$ cat src/rtl/stream_layer_seq.sv
// Frame sequencer for one streaming fully-connected layer: feeds words, drains, captures, hands off.
// Optional argmax scan over the captured result enabled by macro STREAM_LAYER_SEQ_ARGMAX_EN.
module stream_layer_seq #(
  parameter int NUM_WEIGHT    = 784,
  parameter int NEURON_NUMBER = 10,
  parameter int DATA_WIDTH    = 16,
  parameter int DRAIN_CYCLES  = 3,
  localparam int CLS_W = (NEURON_NUMBER > 1) ? $clog2(NEURON_NUMBER) : 1
) (
  input  logic                                clk,
  input  logic                                rst,
  input  logic [DATA_WIDTH-1:0]               in_data,
  input  logic                                in_valid,
  input  logic                                in_last,
  output logic                                in_ready,
  output logic [DATA_WIDTH-1:0]               layer_in,
  output logic                                layer_pause,
  output logic                                layer_freeze,
  input  logic [NEURON_NUMBER*DATA_WIDTH-1:0] layer_out,
  output logic [NEURON_NUMBER*DATA_WIDTH-1:0] res_data,
  output logic                                res_valid,
  input  logic                                res_ready,
  output logic [CLS_W-1:0]                    res_class,
  output logic                                busy,
  output logic                                frame_err
);

  localparam int BW  = $clog2(NUM_WEIGHT + 1);
  localparam int DCW = $clog2(DRAIN_CYCLES + 1);
  localparam int RW  = NEURON_NUMBER * DATA_WIDTH;

  localparam logic [2:0] ST_IDLE   = 3'd0;
  localparam logic [2:0] ST_STREAM = 3'd1;
  localparam logic [2:0] ST_DRAIN  = 3'd2;
  localparam logic [2:0] ST_HOLD   = 3'd3;
`ifdef STREAM_LAYER_SEQ_ARGMAX_EN
  localparam logic [2:0] ST_SCAN   = 3'd4;
  localparam logic [CLS_W-1:0] SCAN_LAST = CLS_W'(NEURON_NUMBER - 1);
  localparam logic [CLS_W-1:0] SCAN_ONE  = CLS_W'(1);
`endif

  localparam logic [BW-1:0]  LAST_IDX   = BW'(NUM_WEIGHT - 1);
  localparam logic [BW-1:0]  BEAT_ONE   = BW'(1);
  localparam logic [DCW-1:0] DRAIN_LAST = DCW'(DRAIN_CYCLES);
  localparam logic [DCW-1:0] DRAIN_ONE  = DCW'(1);

  logic [2:0]     r_state;
  logic [BW-1:0]  r_beat_cnt;
  logic [DCW-1:0] r_drain_cnt;
  logic           w_beat;
  logic           w_word_last;
  logic [BW-1:0]  w_word_idx;

`ifdef STREAM_LAYER_SEQ_ARGMAX_EN
  logic [CLS_W-1:0]      r_scan_idx;
  logic [DATA_WIDTH-1:0] r_best;
  logic [DATA_WIDTH-1:0] w_scan_word;
  logic                  w_scan_last;
`endif

  // Handshake decode; in_ready depends on state alone so upstream never sees a valid->ready loop
  always_comb begin
    in_ready    = (r_state == ST_IDLE) || (r_state == ST_STREAM);
    busy        = (r_state != ST_IDLE);
    w_beat      = in_valid & in_ready;
    if (r_state == ST_STREAM) begin
      w_word_idx = r_beat_cnt;
    end else begin
      w_word_idx = {BW{1'b0}};
    end
    w_word_last = (w_word_idx == LAST_IDX);
  end

  // Word register towards the layer plus sticky framing check
  always_ff @(posedge clk or posedge rst) begin
    if (rst) begin
      layer_in    <= {DATA_WIDTH{1'b0}};
      layer_pause <= 1'b1;
      frame_err   <= 1'b0;
    end else begin
      layer_pause <= ~w_beat;
      if (w_beat) begin
        layer_in <= in_data;
        if (in_last != w_word_last) begin
          frame_err <= 1'b1;
        end
      end
    end
  end

  // Frame FSM: count beats, drain the pipeline, capture and hold the result
  always_ff @(posedge clk or posedge rst) begin
    if (rst) begin
      r_state      <= ST_IDLE;
      r_beat_cnt   <= {BW{1'b0}};
      r_drain_cnt  <= {DCW{1'b0}};
      res_data     <= {RW{1'b0}};
      res_valid    <= 1'b0;
      layer_freeze <= 1'b0;
    end else begin
      case (r_state)
        ST_IDLE: begin
          if (w_beat) begin
            if (NUM_WEIGHT == 1) begin
              r_state    <= ST_DRAIN;
              r_beat_cnt <= {BW{1'b0}};
            end else begin
              r_state    <= ST_STREAM;
              r_beat_cnt <= BEAT_ONE;
            end
          end
        end
        ST_STREAM: begin
          if (w_beat) begin
            if (r_beat_cnt == LAST_IDX) begin
              r_state    <= ST_DRAIN;
              r_beat_cnt <= {BW{1'b0}};
            end else begin
              r_beat_cnt <= r_beat_cnt + BEAT_ONE;
            end
          end
        end
        ST_DRAIN: begin
          if (r_drain_cnt == DRAIN_LAST) begin
            r_drain_cnt  <= {DCW{1'b0}};
            res_data     <= layer_out;
            layer_freeze <= 1'b1;
`ifdef STREAM_LAYER_SEQ_ARGMAX_EN
            r_state      <= ST_SCAN;
`else
            r_state      <= ST_HOLD;
            res_valid    <= 1'b1;
`endif
          end else begin
            r_drain_cnt <= r_drain_cnt + DRAIN_ONE;
          end
        end
`ifdef STREAM_LAYER_SEQ_ARGMAX_EN
        ST_SCAN: begin
          if (w_scan_last) begin
            r_state   <= ST_HOLD;
            res_valid <= 1'b1;
          end
        end
`endif
        ST_HOLD: begin
          if (res_ready) begin
            r_state      <= ST_IDLE;
            res_valid    <= 1'b0;
            layer_freeze <= 1'b0;
          end
        end
        default: begin
          r_state      <= ST_IDLE;
          res_valid    <= 1'b0;
          layer_freeze <= 1'b0;
        end
      endcase
    end
  end

`ifdef STREAM_LAYER_SEQ_ARGMAX_EN
  // Word under inspection during the scan
  always_comb begin
    w_scan_word = res_data[DATA_WIDTH*r_scan_idx +: DATA_WIDTH];
    w_scan_last = (r_scan_idx == SCAN_LAST);
  end

  // One word per cycle, signed; strict greater-than so a tie keeps the lower index
  always_ff @(posedge clk or posedge rst) begin
    if (rst) begin
      r_scan_idx <= {CLS_W{1'b0}};
      r_best     <= {DATA_WIDTH{1'b0}};
      res_class  <= {CLS_W{1'b0}};
    end else if (r_state == ST_SCAN) begin
      if (r_scan_idx == {CLS_W{1'b0}}) begin
        r_best    <= w_scan_word;
        res_class <= {CLS_W{1'b0}};
      end else if ($signed(w_scan_word) > $signed(r_best)) begin
        r_best    <= w_scan_word;
        res_class <= r_scan_idx;
      end else begin
        r_best    <= r_best;
      end
      if (w_scan_last) begin
        r_scan_idx <= {CLS_W{1'b0}};
      end else begin
        r_scan_idx <= r_scan_idx + SCAN_ONE;
      end
    end else begin
      r_scan_idx <= {CLS_W{1'b0}};
    end
  end
`else
  assign res_class = {CLS_W{1'b0}};
`endif

endmodule
$ cat config.mk
export PLATFORM = sky130hd
export DESIGN_NAME = stream_layer_seq
export DESIGN_NICKNAME = d
export VERILOG_FILES = /design/src/rtl/stream_layer_seq.sv
export SDC_FILE = /design/constraint.sdc
export NUM_CORES = 1
export LEC_CHECK = 0
export BUFFER_PORTS_ARGS = -buffer_cell sky130_fd_sc_hd__buf_2
export CAP_MARGIN = 20
export CORE_AREA = 5 5 140 142
export DETAILED_ROUTE_END_ITERATION = 8
export DIE_AREA = 0 0 145 147
export PLACE_DENSITY = 0.8
export SLEW_MARGIN = 15
export SYNTH_ARGS = -nofsm -noshare
export SYNTH_HDL_FRONTEND = slang
export SYNTH_SLANG_ARGS = --single-unit
$ cat constraint.sdc
create_clock -name clk -period 17.5 [get_ports clk]
set_clock_uncertainty 0.15 [all_clocks]
set_input_delay 1.75 -clock clk [delete_from_list [all_inputs] [get_ports clk]]
set_output_delay 1.75 -clock clk [all_outputs]
set_load 0.05 [all_outputs]
==> impl_summary.log, run 1 <==
[metrics] result of the run: completed
[metrics] routed wire length: 19.1 mm
[metrics] crit path max-delay cell type: sky130_fd_sc_hd__dfrtp_1
[metrics] global-route wire length before repair: 30.9 mm
[metrics] area of combinational cells with multiple inputs: 0.00252 mm²
[metrics] CTS tree: yes
[metrics] Placed Cells incl. Taps: 1083
[metrics] critical path data arrival time: 1840 ps
[metrics] fraction of layout cells with a size suffix above 1: 0.646
[metrics] delay of the slowest cell on the worst path: 410 ps
[metrics] number of library cell types mapped by synthesis: 38
[metrics] proportion of register bits with asynchronous set or reset after synthesis: 1.00
[metrics] post-synthesis cell type with the largest combined area: sky130_fd_sc_hd__dfrtp_1
[metrics] Std-Cell Core Area: 0.0183 mm²
[metrics] number of max-cap violations: 0
[metrics] detailed placement HPWL: 14.5 mm
[metrics] antenna diode instance count: 0
[metrics] final setup violation count: 0
[metrics] average wire per cell in the routed design: 17.1 µm
[metrics] Port-buffer cells: 362
[metrics] Setup Total Neg Slack: 0 ps
[metrics] clock buffer depth: 2
[metrics] maximum fanout along the worst path: 11
[metrics] remaining routing DRC violations: 0
[metrics] post-layout minimum cycle time: 3740 ps
[metrics] clock network latency to the later pin of the worst-skew pair: 420 ps
[metrics] required time reported for the critical path endpoint: 15600 ps
[metrics] total global routing track utilization: 0.178
[metrics] Rel. slew slack: 0.412
[metrics] share of synthesized area occupied by flip-flops and latches: 0.646
[metrics] final layout net count: 1055
[metrics] number of flops mapped to enable cells by yosys: 0
[metrics] count of instances resized after the clock tree is built: 0
[metrics] Vias per Instance: 4.81
[metrics] power per standard cell area: 109 mW/mm²
[metrics] RSZ-0062 raised after global routing: no
[metrics] number of filler instances in the final layout: 1553
[metrics] hold violation total from the final report: 0
[metrics] commonest non-fill, non-tap cell in the layout: sky130_fd_sc_hd__buf_2
[metrics] number of clock buffers inserted by TritonCTS: 17
[metrics] main flop type after synthesis: sky130_fd_sc_hd__dfrtp_1
[metrics] post-CTS setup-driven buffer insertion count: 0
[metrics] flip-flop and latch count after synthesis: 193
[metrics] element type at the critical path end: output pin
[metrics] die footprint: 0.0213 mm²
[metrics] per-instance average area after synthesis: 14.7 µm²
[metrics] combined area of all synthesized cells: 0.00747 mm²
[metrics] Routability Congestion: 0.827
[metrics] total vias in the final route: 5362
[metrics] post-synthesis to final-layout area growth: 35.5%
[metrics] Final Non-Filler Cells: 1115
[metrics] initial antenna violation count: 1
[metrics] Peak supply drop: 60.7 µV
[metrics] achievable frequency: 267 MHz
[metrics] root buffer cell: sky130_fd_sc_hd__clkbuf_16
[metrics] Die Y: 147 µm
[metrics] Final period util: 0.214
[metrics] CP cell instances: inv_1 -> ha_1 -> or2_2 -> buf_2
[metrics] startpoint class of the critical path: flop
[metrics] clock-pin slew of the registers on the worst-case setup and hold paths: 70 ps
[metrics] initial drt markers: 193
[metrics] top cells by area, synth: sky130_fd_sc_hd__dfrtp_1 64%, sky130_fd_sc_hd__mux2_2 24%, sky130_fd_sc_hd__nand2_1 3.1%
[metrics] number of global-route vias before repair: 5868
[metrics] Detailed Routing Iterations Pass 1: 4
[metrics] maximum number of pins on one net before global-route repair: 123
[metrics] hold crit path type: reg -> reg
[metrics] remaining antenna violation count after routing: 0
[metrics] I/O pin total: 367
[metrics] CTS H-Tree Depth: 4
[metrics] static leakage: 5.11 nW
[metrics] fin. max-slew vios: 0
[metrics] final global-route overflow total: 0
[metrics] slew at the pin closest to its max-slew limit: 882 ps
[metrics] type of the setup path with the least slack: reg -> out
[metrics] flip-flop and latch area: 0.00483 mm²
[metrics] top library cells by usage in the layout, fill and taps aside: 362 x sky130_fd_sc_hd__buf_2, 192 x sky130_fd_sc_hd__dfrtp_1, 161 x sky130_fd_sc_hd__mux2_2
[metrics] count of hold buffers inserted by post-cts repair: 0
[metrics] DIE WIDTH: 145 µm
[metrics] post-synthesis cell count: 508
[metrics] number of warnings issued by yosys: 0
[metrics] Std-Cell Rows: 50
[metrics] Starting Density: 0.408
[metrics] area share of the largest cell type after synthesis: 0.643
[metrics] CTS sink count: 193
state kept, by name (all words and copies together) (netlist names):
name	flops
r_state	2
layer_pause	1
r_beat_cnt	10
frame_err	1
layer_in	16
res_data	160
res_valid	1
r_drain_cnt	2
metal layers:
layer	track usage	wire length (µm)
met2	0.293	9290
met5	0	20
met1	0.208	7410
met3	0.0787	1880
met4	0.0612	500
synth_stat cells, drive strengths merged, types with 4 or more instances:
cell    count
clkbuf     16
buf        11
nand3       9
nand2      61
ha          6
mux2      162
inv         6
a21oi       4
dfrtp     192
cells by family after synthesis:
kind of cell / share of synthesized area
simple gates: 0.0522
mux: 0.249
fa+ha+maj: 0.0100
compound gates: 0.0198
buf+inv: 0.0191
flops: 0.646
xor+xnor: 0.00352
other cells: 0.000502
final timing paths:
check	start	endpoint	slack (ps)	cells after the start
setup / recovery	r_state[1]$_DFFE_PP0P_	in_ready	13760	4
hold / removal	frame_err$_DFFE_PP0P_	frame_err$_DFFE_PP0P_	320	1
setup reg to reg	r_state[1]$_DFFE_PP0P_	r_beat_cnt[9]$_DFFE_PP0P_	14380	8
hold reg to reg	frame_err$_DFFE_PP0P_	frame_err$_DFFE_PP0P_	320	1
max in group asynchronous	rst	res_data[26]$_DFFE_PP0P_	14380	3
min in group asynchronous	rst	res_data[32]$_DFFE_PP0P_	1310	2
report_power, final:
part	switching, W	internal, W
sequential	0.0000227	0.000476
combinational	0.000136	0.0000583
clock	0.000186	0.000220
final cells by class:
cell class / instances / share of cell area
clock buffers: 18 / 0.0424
clock inverters: 14 / 0.0188
inverters: 6 / 0.00297
multi-input cells: 285 / 0.249
flip-flops and latches: 193 / 0.477
well taps: 234 / 0.0289
repair buffers: 365 / 0.181
metrics by stage:
| stage | instance area [µm²] | total power [W] | hold slack (ps) | util | setup slack [ps] |
|---|---|---|---|---|---|
| after floorplan | 7490 | 0.000640 | 307 | - | 10350 |
| after global placement | 9510 | 0.000699 | 297 | 0.519 | 13670 |
| after detailed placement | 9510 | 0.000703 | 304 | 0.519 | 13640 |
| after CTS | 10100 | 0.00111 | 322 | 0.552 | 13740 |
| after global routing | 10100 | 0.00115 | 327 | 0.552 | 13640 |
| final | 10100 | 0.00110 | 317 | 0.552 | 13760 |
critical path, delay by kind of cell (launching register included):
kind	cells	cell delay, ps
DFF	1	410
and+or+nand+nor	1	380
adders and majority gates	1	330
buffers and inverters	2	310
(Power assumes the default switching activity.)
==> run 2, diff against run 1 <==
--- a/config.mk
+++ b/config.mk
@@ -7,10 +7,10 @@
 export LEC_CHECK = 0
 export BUFFER_PORTS_ARGS = -buffer_cell sky130_fd_sc_hd__buf_2
 export CAP_MARGIN = 20
-export CORE_AREA = 5 5 140 142
+export CORE_AREA = 5 5 138 140
 export DETAILED_ROUTE_END_ITERATION = 8
-export DIE_AREA = 0 0 145 147
-export PLACE_DENSITY = 0.8
+export DIE_AREA = 0 0 143 145
+export PLACE_DENSITY = 0.82
 export SLEW_MARGIN = 15
 export SYNTH_ARGS = -nofsm -noshare
 export SYNTH_HDL_FRONTEND = slang
==> constraint.sdc (replaced) <==
create_clock -name clk -period 3.6 [get_ports clk]
set_clock_uncertainty 0.15 [all_clocks]
set_input_delay 0.36 -clock clk [delete_from_list [all_inputs] [get_ports clk]]
set_output_delay 0.36 -clock clk [all_outputs]
set_load 0.05 [all_outputs]
==> impl_summary.log, run 2 (synthesis gave the netlist of run 1 again) <==
[metrics] result of the run: completed (unchanged)
[metrics] number of flip-flops in the largest register: 160 (unchanged)
[metrics] post-layout minimum cycle time: 2690 ps
[metrics] CTS tree: yes (unchanged)
[metrics] clock-pin slew of the registers on the worst-case setup and hold paths: 80 ps (was 70 ps)
[metrics] I/O pin total: 367 (unchanged)
[metrics] global-route wire length before repair: 30.2 mm (was 30.9 mm)
[metrics] Final Non-Filler Cells: 1151 (was 1115)
[metrics] critical path data arrival time: 2820 ps (was 1840 ps)
[metrics] hold crit path type: in -> reg (was reg -> reg)
[metrics] Port-buffer cells: 362 (unchanged)
[metrics] top library cells by usage in the layout, fill and taps aside: 362 x sky130_fd_sc_hd__buf_2, 192 x sky130_fd_sc_hd__dfrtp_1, 161 x sky130_fd_sc_hd__mux2_2 (unchanged)
[metrics] cell area after placement: 0.00959 mm² (was 0.00951 mm²)
[metrics] maximum fanout along the worst path: 25 (was 11)
[metrics] post-synthesis to final-layout area growth: 41.0% (was 35.5%)
[metrics] hold violation total from the final report: 0 (unchanged)
[metrics] Setup Total Neg Slack: 0 ps (unchanged)
[metrics] Std-Cell Rows: 49 (was 50)
[metrics] final setup violation count: 0 (unchanged)
[metrics] Detailed Routing Iterations Pass 1: 4 (unchanged)
[metrics] number of max-cap violations: 0 (unchanged)
[metrics] required time reported for the critical path endpoint: 3730 ps (was 15600 ps)
[metrics] Routability Congestion: 0.811 (was 0.827)
[metrics] antenna diode instance count: 0 (unchanged)
[metrics] number of filler instances in the final layout: 1410 (was 1553)
[metrics] final cell area excluding filler cells: 0.0105 mm² (was 0.0101 mm²)
[metrics] root buffer cell: sky130_fd_sc_hd__clkbuf_16 (unchanged)
[metrics] initial drt markers: 234 (was 193)
[metrics] Die Y: 145 µm (was 147 µm)
[metrics] DIE WIDTH: 143 µm (was 145 µm)
[metrics] slew at the pin closest to its max-slew limit: 628 ps (was 882 ps)
[metrics] number of global-route vias before repair: 5974 (was 5868)
[metrics] total global routing track utilization: 0.183 (was 0.178)
[metrics] clock buffer depth: 2 (unchanged)
[metrics] register name with the most flops: res_data (unchanged)
[metrics] remaining antenna violation count after routing: 0 (unchanged)
[metrics] maximum number of pins on one net before global-route repair: 64 (was 123)
[metrics] Final period util: 0.748
[metrics] Std-Cell Core Area: 0.0177 mm² (was 0.0183 mm²)
[metrics] number of clock buffers inserted by TritonCTS: 17 (unchanged)
[metrics] Peak supply drop: 298 µV (was 60.7 µV)
[metrics] element type at the critical path end: flop (was output pin)
[metrics] initial antenna violation count: 1 (unchanged)
[metrics] type of the setup path with the least slack: reg -> reg (was reg -> out)
[metrics] CTS sink count: 193 (unchanged)
[metrics] average wire per cell in the routed design: 16.9 µm (was 17.1 µm)
[metrics] total vias in the final route: 5499 (was 5362)
[metrics] Starting Density: 0.422 (was 0.408)
[metrics] Rel. slew slack: 0.582 (was 0.412)
[metrics] smallest hold slack: 17.1 ps (was 317 ps)
[metrics] startpoint class of the critical path: flop (unchanged)
[metrics] final standard cell utilization of the core: 0.595 (was 0.552)
[metrics] Vias per Instance: 4.78 (was 4.81)
[metrics] commonest non-fill, non-tap cell in the layout: sky130_fd_sc_hd__buf_2 (unchanged)
[metrics] clock network latency to the later pin of the worst-skew pair: 420 ps (about the same)
[metrics] fraction of layout cells with a size suffix above 1: 0.625 (was 0.646)
[metrics] Placed Cells incl. Taps: 1084 (was 1083)
[metrics] routed wire length: 19.5 mm (was 19.1 mm)
[metrics] power per standard cell area: 496 mW/mm² (was 109 mW/mm²)
[metrics] static leakage: 5.29 nW (was 5.11 nW)
[metrics] final layout net count: 1097 (was 1055)
[metrics] fin. max-slew vios: 0 (unchanged)
[metrics] CTS H-Tree Depth: 4 (unchanged)
[metrics] achievable frequency: 371 MHz
[metrics] detailed placement HPWL: 14.1 mm (was 14.5 mm)
[metrics] die footprint: 0.0207 mm² (was 0.0213 mm²)
[metrics] remaining routing DRC violations: 0 (unchanged)
[metrics] RSZ-0062 raised after global routing: no (unchanged)
[metrics] final global-route overflow total: 0 (unchanged)
[metrics] Regs by FF count: res_data (160), layer_in (16), r_beat_cnt (10) (unchanged)
[metrics] post-CTS setup-driven buffer insertion count: 0 (unchanged)
run 2: cell types whose count changed in the layout (fill, tap and decap cells not counted), sizes merged, moves of 2 or more:
cell / before / now
dlygate4sd3: 0 / 35
buf: 365 / 372
inv: 15 / 10
clkinv: 3 / 7
bufinv: 2 / 0
run 2: worst paths after layout:
path                                        start  slack [ps]                         to  depth (start not counted)
max                        r_state[1]$_DFFE_PP0P_         910  r_beat_cnt[9]$_DFFE_PP0P_                          9
min                                 layer_out[49]          20   res_data[49]$_DFFE_PP0P_                          2
max reg2reg                r_state[1]$_DFFE_PP0P_         910  r_beat_cnt[9]$_DFFE_PP0P_                          9
min reg2reg                 frame_err$_DFFE_PP0P_         310      frame_err$_DFFE_PP0P_                          1
max in group asynchronous                     rst        2190  res_data[103]$_DFFE_PP0P_                          5
min in group asynchronous                     rst         340  res_data[140]$_DFFE_PP0P_                          3
run 2: timing repair:
action	4_1_cts	5_1_grt
gates resized for setup	0	0
hold buffers	30	5
endpoints found under the hold margin	30	12
run 2: per-stage QoR:
step	setup WS (ps)	total power [W]
final	907	0.00523
after global routing	735	0.00546
after CTS	907	0.00528
after detailed placement	990	0.00342
after global placement	1090	0.00340
after floorplan	600	0.00311
run 2: final cells by class:
class	count	area, µm²	area share
Multi-Input combinational cell	285	2520	0.239
Tap cell	229	287	0.0272
Timing Repair Buffer	407	2300	0.218
Sequential cell	193	4830	0.458
Clock buffer	19	453	0.0430
Clock inverter	12	120	0.0114
Inverter	6	26.3	0.00249
run 2: routing by layer:
metal / global-route usage / share of wire
met5: 0 / 0.0010
met4: 0.0623 / 0.024
met3: 0.0526 / 0.079
met2: 0.340 / 0.55
met1: 0.194 / 0.35
run 2: critical path, cell delays in order, from the launching register on:
cell                      delay [ps]
sky130_fd_sc_hd__dfrtp_1         420
sky130_fd_sc_hd__inv_1            90
sky130_fd_sc_hd__ha_1            410
sky130_fd_sc_hd__or2_2           220
sky130_fd_sc_hd__and2_1          130
sky130_fd_sc_hd__buf_4           240
sky130_fd_sc_hd__inv_2           230
sky130_fd_sc_hd__nor4_1          450
sky130_fd_sc_hd__xnor2_1         160
sky130_fd_sc_hd__a21oi_1          50
run 2: power breakdown:
part,switching [W],internal (W)
logic,0.000673,0.000318
clock network,0.000864,0.000950
registers,0.000110,0.00232
total,0.00165,0.00358
==> run 3, diff against run 2 <==
==> constraint.sdc (replaced) <==
create_clock -name clk -period 2.7 [get_ports clk]
set_clock_uncertainty 0.15 [all_clocks]
set_input_delay 0.27 -clock clk [delete_from_list [all_inputs] [get_ports clk]]
set_output_delay 0.27 -clock clk [all_outputs]
set_load 0.05 [all_outputs]
==> impl_summary.log, run 3 (synthesis gave the netlist of run 1 again) <==
[metrics] maximum fanout along the worst path: 13 (was 25)
[metrics] Die Y: 145 µm (unchanged)
[metrics] total vias in the final route: 6226 (was 5499)
[metrics] Placed Cells incl. Taps: 1092 (was 1084)
[metrics] capturing element of the worst setup path: r_beat_cnt[9]$_DFFE_PP0P_ (unchanged)
[metrics] RSZ-0062 raised after global routing: no (unchanged)
[metrics] root buffer cell: sky130_fd_sc_hd__clkbuf_16 (unchanged)
[metrics] total global routing track utilization: 0.228 (was 0.183)
[metrics] startpoint class of the critical path: flop (unchanged)
[metrics] fraction of layout cells with a size suffix above 1: 0.542 (was 0.625)
[metrics] DIE WIDTH: 143 µm (unchanged)
[metrics] register name with the most flops: res_data (unchanged)
[metrics] delay of the slowest cell on the worst path: 420 ps (was 450 ps)
[metrics] dominant delay contributor by cell family on the critical path: simple AND/OR/NAND/NOR gates (unchanged)
[metrics] achievable frequency: 439 MHz (was 371 MHz)
[metrics] hold crit path type: in -> reg (unchanged)
[metrics] Peak supply drop: 400 µV (was 298 µV)
[metrics] Detailed Routing Iterations Pass 1: 4 (unchanged)
[metrics] final layout net count: 1247 (was 1097)
[metrics] Std-Cell Rows: 49 (unchanged)
[metrics] crit path max-delay cell type: sky130_fd_sc_hd__dfrtp_1 (was sky130_fd_sc_hd__nor4_1)
[metrics] I/O pin total: 367 (unchanged)
[metrics] number of filler instances in the final layout: 1162 (was 1410)
[metrics] final setup violation count: 0 (unchanged)
[metrics] Regs by FF count: res_data (160), layer_in (16), r_beat_cnt (10) (unchanged)
[metrics] critical path data arrival time: 2410 ps (was 2820 ps)
[metrics] commonest non-fill, non-tap cell in the layout: sky130_fd_sc_hd__buf_2 (unchanged)
[metrics] result of the run: completed (unchanged)
[metrics] number of flip-flops in the largest register: 160 (unchanged)
[metrics] average wire per cell in the routed design: 18.1 µm (was 16.9 µm)
[metrics] start point of the worst hold path: in_last (was layer_out[49])
[metrics] Post-Place Worst Slack: 457 ps (was 990 ps)
[metrics] remaining antenna violation count after routing: 0 (unchanged)
[metrics] worst-case setup margin in the final layout: 423 ps (was 907 ps)
[metrics] count of instances resized after the clock tree is built: 0 (unchanged)
[metrics] hold violation total from the final report: 0 (unchanged)
[metrics] Critical path origin: r_state[1]$_DFFE_PP0P_ (unchanged)
[metrics] CTS H-Tree Depth: 4 (unchanged)
[metrics] remaining routing DRC violations: 0 (unchanged)
[metrics] number of global-route vias before repair: 6989 (was 5974)
[metrics] cell depth of the worst setup path: 8 (was 9)
[metrics] type of the setup path with the least slack: reg -> reg (unchanged)
[metrics] CP cell instances: inv_1 -> ha_1 -> or2_2 -> and2_1 -> inv_2 -> nor4_1 -> xnor2_1 -> a21oi_1 (was inv_1 -> ha_1 -> or2_2 -> and2_1 -> buf_4 -> inv_2 -> nor4_1 -> xnor2_1 -> a21oi_1)
[metrics] slew at the pin closest to its max-slew limit: 849 ps (was 628 ps)
[metrics] power per standard cell area: 596 mW/mm² (was 496 mW/mm²)
[metrics] number of buffers and inverters on the critical path: 2 (was 3)
[metrics] required time reported for the critical path endpoint: 2830 ps (was 3730 ps)
[metrics] initial drt markers: 235 (was 234)
[metrics] post-CTS setup-driven buffer insertion count: 0 (unchanged)
[metrics] Routability Congestion: 0.817 (was 0.811)
[metrics] clock buffer depth: 2 (unchanged)
[metrics] Reg2Reg Depth: 8 (was 9)
[metrics] Port-buffer cells: 362 (unchanged)
[metrics] static leakage: 5.92 nW (was 5.29 nW)
[metrics] final global-route overflow total: 0 (unchanged)
[metrics] critical register-to-register path endpoint: r_beat_cnt[9]$_DFFE_PP0P_ (unchanged)
[metrics] clock network latency to the later pin of the worst-skew pair: 430 ps (was 420 ps)
[metrics] routed wire length: 23.5 mm (was 19.5 mm)
[metrics] CTS tree: yes (unchanged)
[metrics] Rel. slew slack: 0.433 (was 0.582)
[metrics] startpoint of the worst register-to-register path: r_state[1]$_DFFE_PP0P_ (unchanged)
[metrics] fin. max-slew vios: 0 (unchanged)
[metrics] antenna diode instance count: 0 (unchanged)
[metrics] Starting Density: 0.422 (unchanged)
[metrics] number of max-cap violations: 0 (unchanged)
[metrics] top library cells by usage in the layout, fill and taps aside: 362 x sky130_fd_sc_hd__buf_2, 192 x sky130_fd_sc_hd__dfrtp_1, 178 x sky130_fd_sc_hd__dlygate4sd3_1 (was 362 x sky130_fd_sc_hd__buf_2, 192 x sky130_fd_sc_hd__dfrtp_1, 161 x sky130_fd_sc_hd__mux2_2)
[metrics] post-layout minimum cycle time: 2280 ps (was 2690 ps)
[metrics] maximum number of pins on one net before global-route repair: 68 (was 64)
[metrics] CTS sink count: 193 (unchanged)
[metrics] die footprint: 0.0207 mm² (unchanged)
[metrics] post-synthesis to final-layout area growth: 60.9% (was 41.0%)
[metrics] detailed placement HPWL: 14.5 mm (was 14.1 mm)
[metrics] Vias per Instance: 4.78 (about the same)
[metrics] number of clock buffers inserted by TritonCTS: 17 (unchanged)
[metrics] initial antenna violation count: 0 (was 1)
[metrics] worst setup slack for register-to-register paths: 420 ps (was 910 ps)
[metrics] Final period util: 0.843 (was 0.748)
[metrics] Std-Cell Core Area: 0.0177 mm² (unchanged)
[metrics] clock-pin slew of the registers on the worst-case setup and hold paths: 80 ps (about the same)
[metrics] global-route wire length before repair: 37.5 mm (was 30.2 mm)
[metrics] Final Non-Filler Cells: 1302 (was 1151)
[metrics] element type at the critical path end: flop (unchanged)
==> run 3: cell types whose count changed in the layout (fill, tap and decap cells not counted), sizes merged <==
| cell | delta |
|---|---|
| buf | +7 |
| clkinv | -1 |
| clkbuf | +1 |
| clkinvlp | +1 |
| dlygate4sd3 | +143 |
==> run 3: area by class of cell <==
type | count | area (µm²) | area share
Sequential cell | 193 | 4830 | 0.402
Timing Repair Buffer | 557 | 3800 | 0.316
Multi-Input combinational cell | 285 | 2520 | 0.209
Clock buffer | 20 | 447 | 0.0371
Tap cell | 229 | 287 | 0.0238
Clock inverter | 12 | 124 | 0.0103
Inverter | 6 | 26.3 | 0.00218
==> run 3: through the flow <==
stage	hold WS [ps]	util	area [µm²]	total power, W	TNS, ps
after floorplan	225	-	7490	0.00415	-40240
after global placement	300	0.546	9680	0.00455	0
after detailed placement	306	0.546	9680	0.00457	0
after CTS	8.60	0.679	12000	0.00721	0
after global routing	17.5	0.679	12000	0.00748	0
final	37.3	0.679	12000	0.00717	0
==> run 3: worst min-delay path, delay by kind of cell <==
kind	cells	cell delay, ps
xor gates and xnor gates	1	60
AOI/OAI and AO/OA	1	170
buffers and inverters	1	90
==> run 3: layer usage <==
metal / global-route usage / vias up / wire (µm) / share of wire
li1: - / 2852 / - / -
met1: 0.251 / 3038 / 8230 / 0.35
met2: 0.409 / 264 / 12600 / 0.54
met3: 0.0628 / 72 / 1770 / 0.075
met4: 0.0960 / 0 / 897 / 0.038
met5: 0 / - / 0 / 0
==> run 3: how the worst min path moves through the flow <==
stage                                    endpoint  slack [ps]  cells past startpoint
final                       frame_err$_DFFE_PP0P_          40                      3
after global routing        frame_err$_DFFE_PP0P_          20                      3
after CTS                   frame_err$_DFFE_PP0P_           9                      3
after detailed placement    frame_err$_DFFE_PP0P_         310                      1
after global placement      frame_err$_DFFE_PP0P_         300                      1
after floorplan           layer_in[0]$_DFFE_PP0P_         230                      2
==> run 3: power by group <==
part           switching (W)  internal, W  total (W)  leakage, nW
Sequential          0.000151      0.00309    0.00324         2.26
Clock                0.00118      0.00125    0.00243        0.275
Combinational       0.000943     0.000567    0.00151         3.39
Total                0.00227      0.00490    0.00717         5.92
==> run 3: repair_timing <==
item                                   in CTS  in global routing
endpoints found under the hold margin     200                  0
hold buffers                              178                  0
setup endpoints to repair                   0                  0
